===== config.mk =====
export PLATFORM = sky130hd
export DESIGN_NAME = fetch_ctrl
export DESIGN_NICKNAME = d
export VERILOG_FILES = /design/src/rtl/riscv_pkg.sv /design/src/rtl/fetch_wdog.sv /design/src/rtl/fetch_ctrl.sv
export SDC_FILE = /design/constraint.sdc
export NUM_CORES = 1
export LEC_CHECK = 0
export CORE_AREA = 2 2 47 49
export DETAILED_ROUTE_END_ITERATION = 6
export DIE_AREA = 0 0 49 51
export PLACE_DENSITY = 0.83
export SLEW_MARGIN = 20
export SYNTH_ARGS = -nofsm -noshare
export SYNTH_HDL_FRONTEND = slang
export SYNTH_SLANG_ARGS = --single-unit

===== constraint.sdc =====
create_clock -name clock -period 1.8 [get_ports clock]
set_clock_uncertainty 0.15 [all_clocks]
set_input_delay 0.36 -clock clock [delete_from_list [all_inputs] [get_ports clock]]
set_output_delay 0.36 -clock clock [all_outputs]
set_load 0.01 [all_outputs]

===== src/rtl/riscv_pkg.sv =====
// Shared definitions for the fetch/decode control slice: controller state
// encoding, instruction class encoding, opcode constants and the opcode
// classifier.
// Optional feature macro: JALR_EN (when defined, opcode 1100111 is a legal JALR).
package riscv_pkg;

    typedef enum logic [2:0] {
        ST_FETCH  = 3'd0,
        ST_DECODE = 3'd1,
        ST_EXEC   = 3'd2,
        ST_WB     = 3'd3,
        ST_HALT   = 3'd4,
        ST_FAULT  = 3'd5
    } state_t;

    typedef enum logic [1:0] {
        CLS_ALU  = 2'd0,
        CLS_BR   = 2'd1,
        CLS_JAL  = 2'd2,
        CLS_JALR = 2'd3
    } iclass_t;

    localparam logic [6:0] OP_REG    = 7'b0110011;
    localparam logic [6:0] OP_IMM    = 7'b0010011;
    localparam logic [6:0] OP_LUI    = 7'b0110111;
    localparam logic [6:0] OP_AUIPC  = 7'b0010111;
    localparam logic [6:0] OP_BRANCH = 7'b1100011;
    localparam logic [6:0] OP_JAL    = 7'b1101111;
    localparam logic [6:0] OP_JALR   = 7'b1100111;

    typedef struct packed {
        logic    legal;
        iclass_t cls;
    } decode_t;

    // Map an opcode to its control class; unknown opcodes come back illegal
    // with the class parked at ALU so nothing downstream sees a stray class.
    function automatic decode_t decode_opcode(input logic [6:0] op);
        decode_t d;
        d.legal = 1'b0;
        d.cls   = CLS_ALU;
        case (op)
            OP_REG, OP_IMM, OP_LUI, OP_AUIPC: begin
                d.legal = 1'b1;
                d.cls   = CLS_ALU;
            end
            OP_BRANCH: begin
                d.legal = 1'b1;
                d.cls   = CLS_BR;
            end
            OP_JAL: begin
                d.legal = 1'b1;
                d.cls   = CLS_JAL;
            end
`ifdef JALR_EN
            OP_JALR: begin
                d.legal = 1'b1;
                d.cls   = CLS_JALR;
            end
`endif
            default: begin
                d.legal = 1'b0;
                d.cls   = CLS_ALU;
            end
        endcase
        return d;
    endfunction

endpackage


===== src/rtl/fetch_wdog.sv =====
// FETCH wait watchdog: counts cycles spent waiting for the instruction
// memory and flags when the count reaches MAX_WAIT. The count saturates at
// the limit so expired stays high until cleared.
module fetch_wdog #(
    parameter int MAX_WAIT = 15,
    parameter int WIDTH    = 8
) (
    input  logic clock,
    input  logic reset,
    input  logic clear,
    input  logic enable,
    output logic expired
);

    localparam logic [WIDTH-1:0] LIMIT_C = WIDTH'(MAX_WAIT);

    logic [WIDTH-1:0] count_r;
    logic             expired_s;

    assign expired_s = (count_r == LIMIT_C);
    assign expired   = expired_s;

    // Wait counter: reset/clear to zero, count while enabled, hold at the limit.
    always_ff @(posedge clock) begin
        if (reset) begin
            count_r <= {WIDTH{1'b0}};
        end else if (clear) begin
            count_r <= {WIDTH{1'b0}};
        end else if (enable && !expired_s) begin
            count_r <= count_r + {{(WIDTH-1){1'b0}}, 1'b1};
        end else begin
            count_r <= count_r;
        end
    end

endmodule


===== src/rtl/fetch_ctrl.sv =====
// Multi-cycle instruction sequencing controller: FETCH -> DECODE -> EXEC ->
// WB, with HALT on request and a terminal FAULT on fetch timeout or an
// illegal opcode. Outputs decode the registered state (ir_load additionally
// follows imem_ack while fetching, and the branch strobe follows brcond in WB).
// Optional feature macro: JALR_EN (enables the JALR class and pc_jmplr).
module fetch_ctrl
    import riscv_pkg::*;
#(
    parameter int n        = 32,
    parameter int MAX_WAIT = 15
) (
    input  logic       clock,
    input  logic       reset,
    input  logic       imem_ack,
    input  logic [6:0] opcode,
    input  logic       brcond,
    input  logic       halt_req,
    output logic       imem_req,
    output logic       ir_load,
    output logic       pc_incr,
    output logic       pc_brnch,
    output logic       pc_jmp,
    output logic       pc_jmplr,
    output logic       rf_we,
    output logic       fault,
    output logic [2:0] state
);

    if (n < 1 || MAX_WAIT < 1 || MAX_WAIT > 255) begin : g_param_check
        $error("fetch_ctrl: n must be >= 1 and MAX_WAIT must be in 1..255");
    end

    state_t  state_r;
    state_t  state_next_s;
    iclass_t cls_r;
    iclass_t cls_next_s;
    decode_t dec_s;
    logic    wdog_clear_s;
    logic    wdog_enable_s;
    logic    wdog_expired_s;

    assign dec_s = decode_opcode(opcode);

    // The wait count only matters in FETCH; holding it clear elsewhere means
    // every fetch starts its timeout window from zero.
    assign wdog_clear_s  = (state_r != ST_FETCH) || imem_ack;
    assign wdog_enable_s = (state_r == ST_FETCH) && !imem_ack;

    fetch_wdog #(
        .MAX_WAIT (MAX_WAIT),
        .WIDTH    (8)
    ) u_wdog (
        .clock   (clock),
        .reset   (reset),
        .clear   (wdog_clear_s),
        .enable  (wdog_enable_s),
        .expired (wdog_expired_s)
    );

    // State and instruction-class registers.
    always_ff @(posedge clock) begin
        if (reset) begin
            state_r <= ST_FETCH;
            cls_r   <= CLS_ALU;
        end else begin
            state_r <= state_next_s;
            cls_r   <= cls_next_s;
        end
    end

    // Next-state logic; the class is captured only on a legal DECODE.
    always_comb begin
        state_next_s = state_r;
        cls_next_s   = cls_r;
        case (state_r)
            ST_FETCH: begin
                if (imem_ack) begin
                    state_next_s = ST_DECODE;
                end else if (wdog_expired_s) begin
                    state_next_s = ST_FAULT;
                end else begin
                    state_next_s = ST_FETCH;
                end
            end
            ST_DECODE: begin
                if (dec_s.legal) begin
                    state_next_s = ST_EXEC;
                    cls_next_s   = dec_s.cls;
                end else begin
                    state_next_s = ST_FAULT;
                end
            end
            ST_EXEC: begin
                state_next_s = ST_WB;
            end
            ST_WB: begin
                if (halt_req) begin
                    state_next_s = ST_HALT;
                end else begin
                    state_next_s = ST_FETCH;
                end
            end
            ST_HALT: begin
                if (halt_req) begin
                    state_next_s = ST_HALT;
                end else begin
                    state_next_s = ST_FETCH;
                end
            end
            ST_FAULT: begin
                state_next_s = ST_FAULT;
            end
            default: begin
                state_next_s = ST_FAULT;
            end
        endcase
    end

    // Output decode; reset suppresses every load/write/PC strobe so an
    // interrupted instruction never commits anything.
    always_comb begin
        imem_req = 1'b0;
        ir_load  = 1'b0;
        pc_incr  = 1'b0;
        pc_brnch = 1'b0;
        pc_jmp   = 1'b0;
        rf_we    = 1'b0;
`ifdef JALR_EN
        pc_jmplr = 1'b0;
`endif
        case (state_r)
            ST_FETCH: begin
                imem_req = 1'b1;
                if (reset) begin
                    ir_load = 1'b0;
                end else begin
                    ir_load = imem_ack;
                end
            end
            ST_WB: begin
                if (reset) begin
                    rf_we = 1'b0;
                end else begin
                    case (cls_r)
                        CLS_ALU: begin
                            pc_incr = 1'b1;
                            rf_we   = 1'b1;
                        end
                        CLS_BR: begin
                            if (brcond) begin
                                pc_brnch = 1'b1;
                            end else begin
                                pc_incr = 1'b1;
                            end
                        end
                        CLS_JAL: begin
                            pc_jmp = 1'b1;
                            rf_we  = 1'b1;
                        end
`ifdef JALR_EN
                        CLS_JALR: begin
                            pc_jmplr = 1'b1;
                            rf_we    = 1'b1;
                        end
`endif
                        default: begin
                            rf_we = 1'b0;
                        end
                    endcase
                end
            end
            default: begin
                imem_req = 1'b0;
            end
        endcase
    end

`ifndef JALR_EN
    assign pc_jmplr = 1'b0;
`endif

    assign fault = (state_r == ST_FAULT);
    assign state = state_r;

endmodule


==> results.ini <==
[run_status]
outcome=completed

[timing]
finalHoldViolations=0
rsz0062_at_grt=true
min_period_over_period=0.9879
setup_viol=0
layout_min_cycle_time_ns=1.778
max_freq_ghz=0.5623
finalMaxSlewViolations=0
finalSetupTns_ns=0

[global_route]
grt_max_degree=11
grt_usage=0.1772
grt_first_pass_wirelength_um=3450
antenna_found_initial=0
grt_pass1_vias=883
grt_overflow=0

[final_layout]
syn2layout_area_growth_pct=58.36
final_cell_mix=buf_4, nor2_1, dfxtp_1
nets=154
antenna_cells=0
layout_commonest_cell=buf_4
layout-drive-gt1-share=0.3429
fin_cells=168
fin_util=0.5973

[critical_path]
reg2reg_to=u_wdog.count_r[5]$_SDFFE_PP0P_
path_delay_family=flip-flops
worstSetupEndpoint=pc_jmp
timing.rr.start=state[1]$_SDFF_PP0_
critPathLaunchType=register
path_cells=buf_4 -> nand3_4 -> nor2_4 -> and2_1 -> buf_2
cp_data_required_time_ns=1.29
max_stage_delay_ns=0.38
path_class=register to output port
endpoint_kind=output port
worst-path-buf-inv=2
cp.depth=5
reg2reg_slack_ns=0.03
cp_slowest_cell=dfxtp_4
cp-startpoint=state[0]$_SDFF_PP0_
critPathArrivalTime_ns=1.27
worstPathMaxFanout=4
reg2regPathDepth=5

[detailed_routing]
drt_iter0_markers=11
viasPerCell=5.202
routedWlPerCell_um=13.05
vias=874
postRouteAntennaNets=0
route.detailed.drc=0
firstDrtPassIters=4
wl_um=2193

[synth]
synth_compound_area_frac=0.1865
synth_top_family_by_area=simple AND/OR/NAND/NOR gates
seq_area_frac_synth=0.3344
synth_nets=112
synth-simple-area-share=0.3569
synthMuxAreaShare=0.01286
async_flop_share=0
yosys.area_share.xor_xnor=0.02251
ys_warn_count=0
synthFlopType=dfxtp_1
avgSynthCellArea_sq_um=7.861
synth_cells=99
synthAdderAreaFrac=0.01608
yosys.cell_types.count=36
synth_area_sq_um=778.2
synth_edf_count=0
ys_ff_latch=13

[pwr]
ir_worst_vdd_mv=0.5580
powerDensity_nw_per_um2=889.0
cellLeakagePower_nw=0.4957

[cts]
clockBufferDepth=2
cts_buffers=3
tritoncts=built
ctsRootBufferMaster=clkbuf_4
clk_latency_ns=0.28
cts.sinks=13
path_clk_slew_ns=0.08
htreeDepth=1

[die]
dieHeight_um=51
initial_core_util=0.3772
ios=23
core_sq_um=2063
die-area_sq_um=2499
fp.dieW_um=49
num_rows=17

[place]
dp_hpwl_um=1506
dp.cells=157
gp_congestion=0.7446
io_buffers=21

[flow_run]
cap_viol_max_count=0

[worst_hold_path]
hold_depth=2
hp-class=register to register

==> synthesized netlist by cell type (2+ instances only) <==
library cell | number | share of area
a311oi_1 | 2 | 0.023
nand2b_1 | 2 | 0.016
o21ai_0 | 4 | 0.026
nand3b_1 | 3 | 0.029
and2_1 | 3 | 0.024
nor3_1 | 3 | 0.019
nor3b_1 | 2 | 0.019
buf_2 | 2 | 0.013
nand2_1 | 7 | 0.034
o32ai_1 | 2 | 0.023
inv_1 | 3 | 0.014
nand3_1 | 3 | 0.019
nor2_1 | 16 | 0.077
dfxtp_1 | 13 | 0.33
xor2_1 | 2 | 0.023
buf_4 | 2 | 0.019
a21oi_1 | 7 | 0.045
and3_1 | 2 | 0.016
or4_1 | 3 | 0.029
o21ai_1 | 2 | 0.013
==> through the flow <==
stage	area (sq um)	hold slack (ns)	total power, mW	worst slack (ns)
after global placement	1097	0.3045	0.8091	-0.5619
after CTS	1165	0.3396	1.026	-0.03581
final	1232	0.3347	1.096	0.02170
after global routing	1232	0.3750	1.167	-0.05130
after floorplan	782.0	0.2910	0.6202	-0.02818
after detailed placement	1097	0.3278	0.8205	-0.5970
==> what timing repair did <==
action,CTS,global route
hold endpoints to repair,0,0
hold buffers,0,0
buffers inserted,5,2
pin swaps,6,9
setup endpoints to repair,12,12
resized for setup,35,13
==> per-layer routing <==
metal  global-route usage  vias to the layer above  share of wire
li1                     -                      433              -
met1               0.1610                      414           0.38
met2               0.3470                       23           0.56
met3              0.04678                        4          0.039
met4               0.1143                        0          0.013
met5                    0                        -              0
==> worst min path at each step <==
| stage | start | end | slack [ns] |
|---|---|---|---|
| 2_1_floorplan | u_wdog.count_r[1]$_SDFFE_PP0P_ | u_wdog.count_r[1]$_SDFFE_PP0P_ | 0.29 |
| 3_3_place_gp | u_wdog.count_r[1]$_SDFFE_PP0P_ | u_wdog.count_r[1]$_SDFFE_PP0P_ | 0.30 |
| 3_5_place_dp | u_wdog.count_r[1]$_SDFFE_PP0P_ | u_wdog.count_r[1]$_SDFFE_PP0P_ | 0.33 |
| 4_1_cts | u_wdog.count_r[1]$_SDFFE_PP0P_ | u_wdog.count_r[1]$_SDFFE_PP0P_ | 0.34 |
| 5_1_grt | u_wdog.count_r[1]$_SDFFE_PP0P_ | u_wdog.count_r[1]$_SDFFE_PP0P_ | 0.38 |
| 6_report | u_wdog.count_r[1]$_SDFFE_PP0P_ | u_wdog.count_r[1]$_SDFFE_PP0P_ | 0.33 |
==> sequential cells by signal (all words and copies together), names as in the netlist <==
register	count
u_wdog.count_r	8
state	3
cls_r	2
==> kinds of logic (layout without fill, tap and decap cells) <==
family                     count (synthesis)  after routing
AOI/OAI and AO/OA                         22             22
xor gates and xnor gates                   2              2
adders and majority gates                  1              1
buffers and inverters                      9             50
DFF                                       13             13
muxes                                      1              1
other                                      1              1
and+or+nand+nor                           50             50
==> final cells by class <==
cell class / instances / area (sq um)
Clock buffer: 4 / 26.28
Fill cell: 184 / 830.8
Inverter: 3 / 11.26
Multi-Input combinational cell: 77 / 539.3
Sequential cell: 13 / 266.5
Tap cell: 28 / 35.03
Timing Repair Buffer: 43 / 354.1
==> where the power goes <==
group	internal (mW)	switching [mW]	leakage, nW	total (mW)
sequential	0.325	0.0331	0.107	0.358
combinational	0.279	0.274	0.374	0.553
clock	0.0861	0.0990	0.0150	0.185
total	0.689	0.407	0.496	1.10
==> worst min-delay path: stages (launching register included) <==
cell and delay (ns):
dfxtp_1 0.33, inv_1 0.06, a211oi_1 0.05
No activity file was read; power rests on OpenSTA's default activity.
